===== config.mk =====
export PLATFORM = sky130hd
export DESIGN_NAME = paralelo_serial_tx_flat
export DESIGN_NICKNAME = d
export VERILOG_FILES = /design/src/rtl/paralelo_serial_tx_if.sv /design/src/rtl/paralelo_serial_tx.sv /design/src/flat_wrapper.sv
export SDC_FILE = /design/constraint.sdc
export NUM_CORES = 1
export LEC_CHECK = 0
export ABC_AREA = 1
export BUFFER_PORTS_ARGS = -buffer_cell sky130_fd_sc_hd__clkbuf_2
export CORE_MARGIN = 2
export CORE_UTILIZATION = 53
export CTS_CLUSTER_DIAMETER = 150
export DETAILED_ROUTE_END_ITERATION = 6
export PLACE_DENSITY = 0.74
export SYNTH_ARGS = -nofsm -noshare
export SYNTH_HDL_FRONTEND = slang
export SYNTH_SLANG_ARGS = --single-unit

===== constraint.sdc =====
create_clock -name clk_32f -period 2.4 [get_ports clk_32f]
set_clock_uncertainty 0.05 [all_clocks]
set_input_delay 0.12 -clock clk_32f [delete_from_list [all_inputs] [get_ports clk_32f]]
set_output_delay 0.12 -clock clk_32f [all_outputs]
set_load 0.02 [all_outputs]

===== src/rtl/paralelo_serial_tx_if.sv =====
// Link-layer side of the PHY transmit lane: the valid/ready payload path
// and the serial stream with its framing flags.
interface paralelo_serial_tx_if;
    logic [7:0] data_in;
    logic       valid_in;
    logic       ready_out;
    logic       data_out;
    logic       word_strobe;
    logic       active_out;

    modport master (
        output data_in,
        output valid_in,
        input  ready_out,
        input  data_out,
        input  word_strobe,
        input  active_out
    );

    modport slave (
        input  data_in,
        input  valid_in,
        output ready_out,
        output data_out,
        output word_strobe,
        output active_out
    );
endinterface


===== src/rtl/paralelo_serial_tx.sv =====
// Parallel-to-serial transmitter: buffers payload words in a small FIFO and
// shifts them out MSB-first, filling training and idle slots with commas.
module paralelo_serial_tx #(
    parameter logic [7:0] COMMA       = 8'hBC,
    parameter int         TRAIN_WORDS = 4,
    parameter int         FIFO_DEPTH  = 4
) (
    input logic                 clk_32f,
    input logic                 reset,
    paralelo_serial_tx_if.slave bus
);
    localparam int AW = $clog2(FIFO_DEPTH);
    localparam int CW = AW + 1;

    localparam logic [0:0] TRAIN  = 1'b0;
    localparam logic [0:0] ACTIVE = 1'b1;

    logic [0:0]    state;
    logic [2:0]    bit_cnt;
    logic [3:0]    train_cnt;
    logic [6:0]    shreg;
    logic [7:0]    mem [FIFO_DEPTH];
    logic [AW-1:0] rd_ptr;
    logic [AW-1:0] wr_ptr;
    logic [CW-1:0] count;
    logic [CW-1:0] count_next;
    logic          load;
    logic          push;
    logic          pop;
    logic          last_train;
    logic [7:0]    word;

    // Comma payload is accepted on the handshake but dropped so it never aliases idle fill.
    always_comb begin
        load       = (bit_cnt == 3'd7);
        push       = bus.valid_in && bus.ready_out && (bus.data_in != COMMA);
        pop        = load && (state == ACTIVE) && (count != '0);
        last_train = (state == TRAIN) && (train_cnt == 4'(TRAIN_WORDS - 1));
        word       = pop ? mem[rd_ptr] : COMMA;
        count_next = count + CW'(push) - CW'(pop);
    end

    always_ff @(posedge clk_32f) begin
        if (!reset) begin
            state           <= TRAIN;
            bit_cnt         <= 3'd7;
            train_cnt       <= '0;
            shreg           <= '0;
            rd_ptr          <= '0;
            wr_ptr          <= '0;
            count           <= '0;
            bus.ready_out   <= 1'b0;
            bus.data_out    <= 1'b0;
            bus.word_strobe <= 1'b0;
            bus.active_out  <= 1'b0;
        end else begin
            bit_cnt <= bit_cnt + 3'd1;
            if (load) begin
                // shreg keeps only bits 6..0; bit 7 goes straight to the line.
                shreg           <= word[6:0];
                bus.data_out    <= word[7];
                bus.word_strobe <= 1'b1;
                if (state == TRAIN) begin
                    train_cnt <= train_cnt + 4'd1;
                    if (last_train) begin
                        state          <= ACTIVE;
                        bus.active_out <= 1'b1;
                    end
                end
            end else begin
                shreg           <= {shreg[5:0], 1'b0};
                bus.data_out    <= shreg[6];
                bus.word_strobe <= 1'b0;
            end
            if (push) begin
                wr_ptr <= wr_ptr + AW'(1);
            end
            if (pop) begin
                rd_ptr <= rd_ptr + AW'(1);
            end
            count         <= count_next;
            bus.ready_out <= (count_next < CW'(FIFO_DEPTH));
        end
    end

    always_ff @(posedge clk_32f) begin
        if (reset && push) begin
            mem[wr_ptr] <= bus.data_in;
        end
    end
endmodule


===== src/flat_wrapper.sv =====
// flat-port wrapper written by rule: the top's interface ports become plain ports
module paralelo_serial_tx_flat 
#(
    parameter logic [7:0] COMMA       = 8'hBC,
    parameter int         TRAIN_WORDS = 4,
    parameter int         FIFO_DEPTH  = 4
)
  (clk_32f, reset, bus_data_in, bus_valid_in, bus_ready_out, bus_data_out, bus_word_strobe, bus_active_out);
  paralelo_serial_tx_if bus_i ();
  input logic clk_32f;
  input logic reset;
  input wire logic [$bits(bus_i.data_in)-1:0] bus_data_in;
  input wire logic [$bits(bus_i.valid_in)-1:0] bus_valid_in;
  output wire logic [$bits(bus_i.ready_out)-1:0] bus_ready_out;
  output wire logic [$bits(bus_i.data_out)-1:0] bus_data_out;
  output wire logic [$bits(bus_i.word_strobe)-1:0] bus_word_strobe;
  output wire logic [$bits(bus_i.active_out)-1:0] bus_active_out;
  assign bus_i.data_in = bus_data_in;
  assign bus_i.valid_in = bus_valid_in;
  assign bus_ready_out = bus_i.ready_out;
  assign bus_data_out = bus_i.data_out;
  assign bus_word_strobe = bus_i.word_strobe;
  assign bus_active_out = bus_i.active_out;
  paralelo_serial_tx #(.COMMA(COMMA), .TRAIN_WORDS(TRAIN_WORDS), .FIFO_DEPTH(FIFO_DEPTH)) u_core (.clk_32f(clk_32f), .reset(reset), .bus(bus_i));
endmodule

==> results.cfg <==
[worst_hold_path]
hold_class = in -> reg
holdPathEnd = u_core.bit_cnt[0]
hp-start = reset
hold_depth = 2

[synth]
synth-edff-count = 32
yosysSeqAreaShare = 0.6210
synthCells = 245
ys_async_sr_fraction = 0
ys_ff_latch = 60
syn_nets = 265
synthDominantCellAreaShare = 0.3922
synth_top_family_by_area = simple AND/OR/NAND/NOR gates
synth_ff_type = edfxtp_1
syn_area_um2 = 2450
ys_top_cells_by_area = edfxtp_1 39%, dfxtp_1 23%, nor2_1 8.0%
ys_types = 26
syn_avg_cell_area_um2 = 9.999
synth_xor_area_frac = 0.01430
synth_compound_area_frac = 0.05005
synth_simple_gate_area_frac = 0.2017
synth_commonest_cells = 52 x nor2_1, 40 x nand2_1, 32 x edfxtp_1
synth.most_common_cell = nor2_1
synth_adder_area_share = 0.04903
synthMuxAreaShare = 0
yosysWarnings = 0
yosysTopAreaCell = edfxtp_1

[critical_path]
worstPathArrival_ns = 2.47
end_kind = flop
reg2regPathDepth = 12
rr_startpoint = u_core.bit_cnt[0]
path_class = reg -> reg
regToRegSetupSlack_ns = 0.15
critPathLaunchType = flop
rr_endpoint = u_core.count[2]
required_ns = 2.62
path_max_fanout = 7

[routing]
routed_wl_um = 4269
drc_errors = 0
vias = 1667
first_pass_iters = 4
ant_nets = 0
wl_per_cell_um = 12.78
dr.first_iter.drc_count = 76
vias_per_cell = 4.991

[sta]
relSlewSlack = 0.7421
fin_crit_ns = 2.250
setup_ws_ns = 0.1503
hold_viol = 0
fmax_ghz = 0.4445
setup_viol = 0
worst_pin_slew_ns = 0.3863
fin_crit_sh = 0.9374
fin_hold_ws_ns = 0.1253
slew_violations = 0

[power]
ir_worst_vdd_v = 0.0004773
power.density_nw_per_um2 = 770.8
leakagePower_nw = 1.202

[cts]
clkTransAtPathRegs_ns = 0.07
cts_tree = built
cts_root_buf = clkbuf_8
cts_made_buffers = 9
post_cts.repair.setup_buffers = 0
clkLatencyLatePin_ns = 0.32
clk_path_buf_depth = 2
cts.sink_count = 60
htreeDepth = 3

[layout]
num-nets-final = 297
area.growth.synth_to_final_pct = 16.24
drive_gt1_frac = 0.1631
fin_util = 0.6451
n_antenna_cell = 0

[floorplan]
fp.dieW_um = 71.99
core_area_um2 = 4414
pin_count = 15
die_area_um2 = 5182
placementRows = 24
initial_core_util = 0.5550
die_h_um = 71.99

[grt]
grt_pass1_wl_um = 7348
grt_pass1_vias = 1583
grt_max_degree = 19
grt.total_usage = 0.1952
antenna_found_initial = 0
overflow = 0

[placement]
globalplace.congestion = 0.7342
pre_cts_ws_ns = 0.1663
dp_hpwl_um = 2800
portBuffers = 14

[run]
cap_viol_max_count = 0

[outcome]
status = complete, no violations
## placed cells by master, fill, tap and decap left out, types with 2 or more instances in the layout
cell and instances:
clkinv_4 3, edfxtp_1 32, nor3_1 3, xor2_1 2, nor2_2 2, o21ai_0 4
dlygate4sd3_1 8, inv_1 19, nand3_1 11, clkinv_1 2, nor2_1 52, or2_2 2
clkbuf_8 9, o21ai_1 12, clkbuf_2 14, nand2_1 40, a21oi_1 7, ha_1 8
dfxtp_1 28, nor3b_1 4, buf_4 6, inv_2 4
## layout make-up
cell class | count | area (um^2)
multi-input combinational | 154 | 779.5
clock buffer | 9 | 123.9
clock inverter | 7 | 67.56
inverter | 24 | 95.09
tap | 52 | 65.06
sequential | 60 | 1521
timing repair buffer | 28 | 195.2
fill | 349 | 1567
## repair_timing
item,CTS,global route
hold buffers,8,0
resized for setup,0,1
setup endpoints to repair,0,2
endpoints found under the hold margin,32,0
## critical path, cell delays in order (launching register included)
cell	delay [ns]
dfxtp_1	0.31
ha_1	0.19
ha_1	0.18
nand2_1	0.08
inv_2	0.04
nand2_4	0.11
xnor2_1	0.13
ha_1	0.16
inv_1	0.05
fa_1	0.40
xnor2_2	0.15
xor2_1	0.20
and2_1	0.14
## routing by layer
| metal | wire length [um] | global-route usage |
|---|---|---|
| met1 | 1956 | 0.2477 |
| met2 | 2093 | 0.3076 |
| met3 | 175 | 0.05417 |
| met4 | 44 | 0.1006 |
| met5 | 0 | 0 |
## power by group
group,internal (mW),switching [mW]
combinational,0.0784,0.110
clock,0.473,0.381
sequential,1.13,0.0231
## per-stage QoR
stage,instance area [um^2],TNS [ns],total power [mW],std cells
6_report,2848,0,2.195,334
5_1_grt,2848,-0.03341,2.302,334
4_1_cts,2840,0,2.215,334
3_5_place_dp,2569,0,1.351,310
3_3_place_gp,2569,0,1.344,310
2_1_floorplan,2450,0,1.297,245
## flip-flops by register name, summed over array words and instances (netlist names), named ones only
register,count
u_core.mem,32
u_core.shreg,7
u_core.train_cnt,4
u_core.bit_cnt,3
u_core.count,3
u_core.rd_ptr,2
u_core.wr_ptr,2
u_core.bus.active_out,1
u_core.bus.data_out,1
u_core.bus.ready_out,1
u_core.bus.word_strobe,1
u_core.state,1
## cells by family (layout without fill, tap and decap cells)
kind of cell | count (synthesis) | in the layout
adder cells (fa/ha/maj) | 9 | 9
buffers and inverters | 31 | 68
AND/OR/NAND/NOR | 117 | 117
AO/OA/AOI/OAI | 24 | 24
XOR/XNOR | 4 | 4
flip-flops | 60 | 60
## worst max-delay path by stage
stage                       from               to  slack (ns)  cells past startpoint
2_1_floorplan  u_core.bit_cnt[0]  u_core.count[2]        0.14                     13
3_3_place_gp   u_core.bit_cnt[0]  u_core.count[2]        0.24                     12
6_report       u_core.bit_cnt[0]  u_core.count[2]        0.15                     12
4_1_cts        u_core.bit_cnt[0]  u_core.count[2]        0.16                     12
3_5_place_dp   u_core.bit_cnt[0]  u_core.count[2]        0.17                     12
5_1_grt        u_core.bit_cnt[0]  u_core.count[2]       -0.03                     12
(Power assumes the default switching activity.)
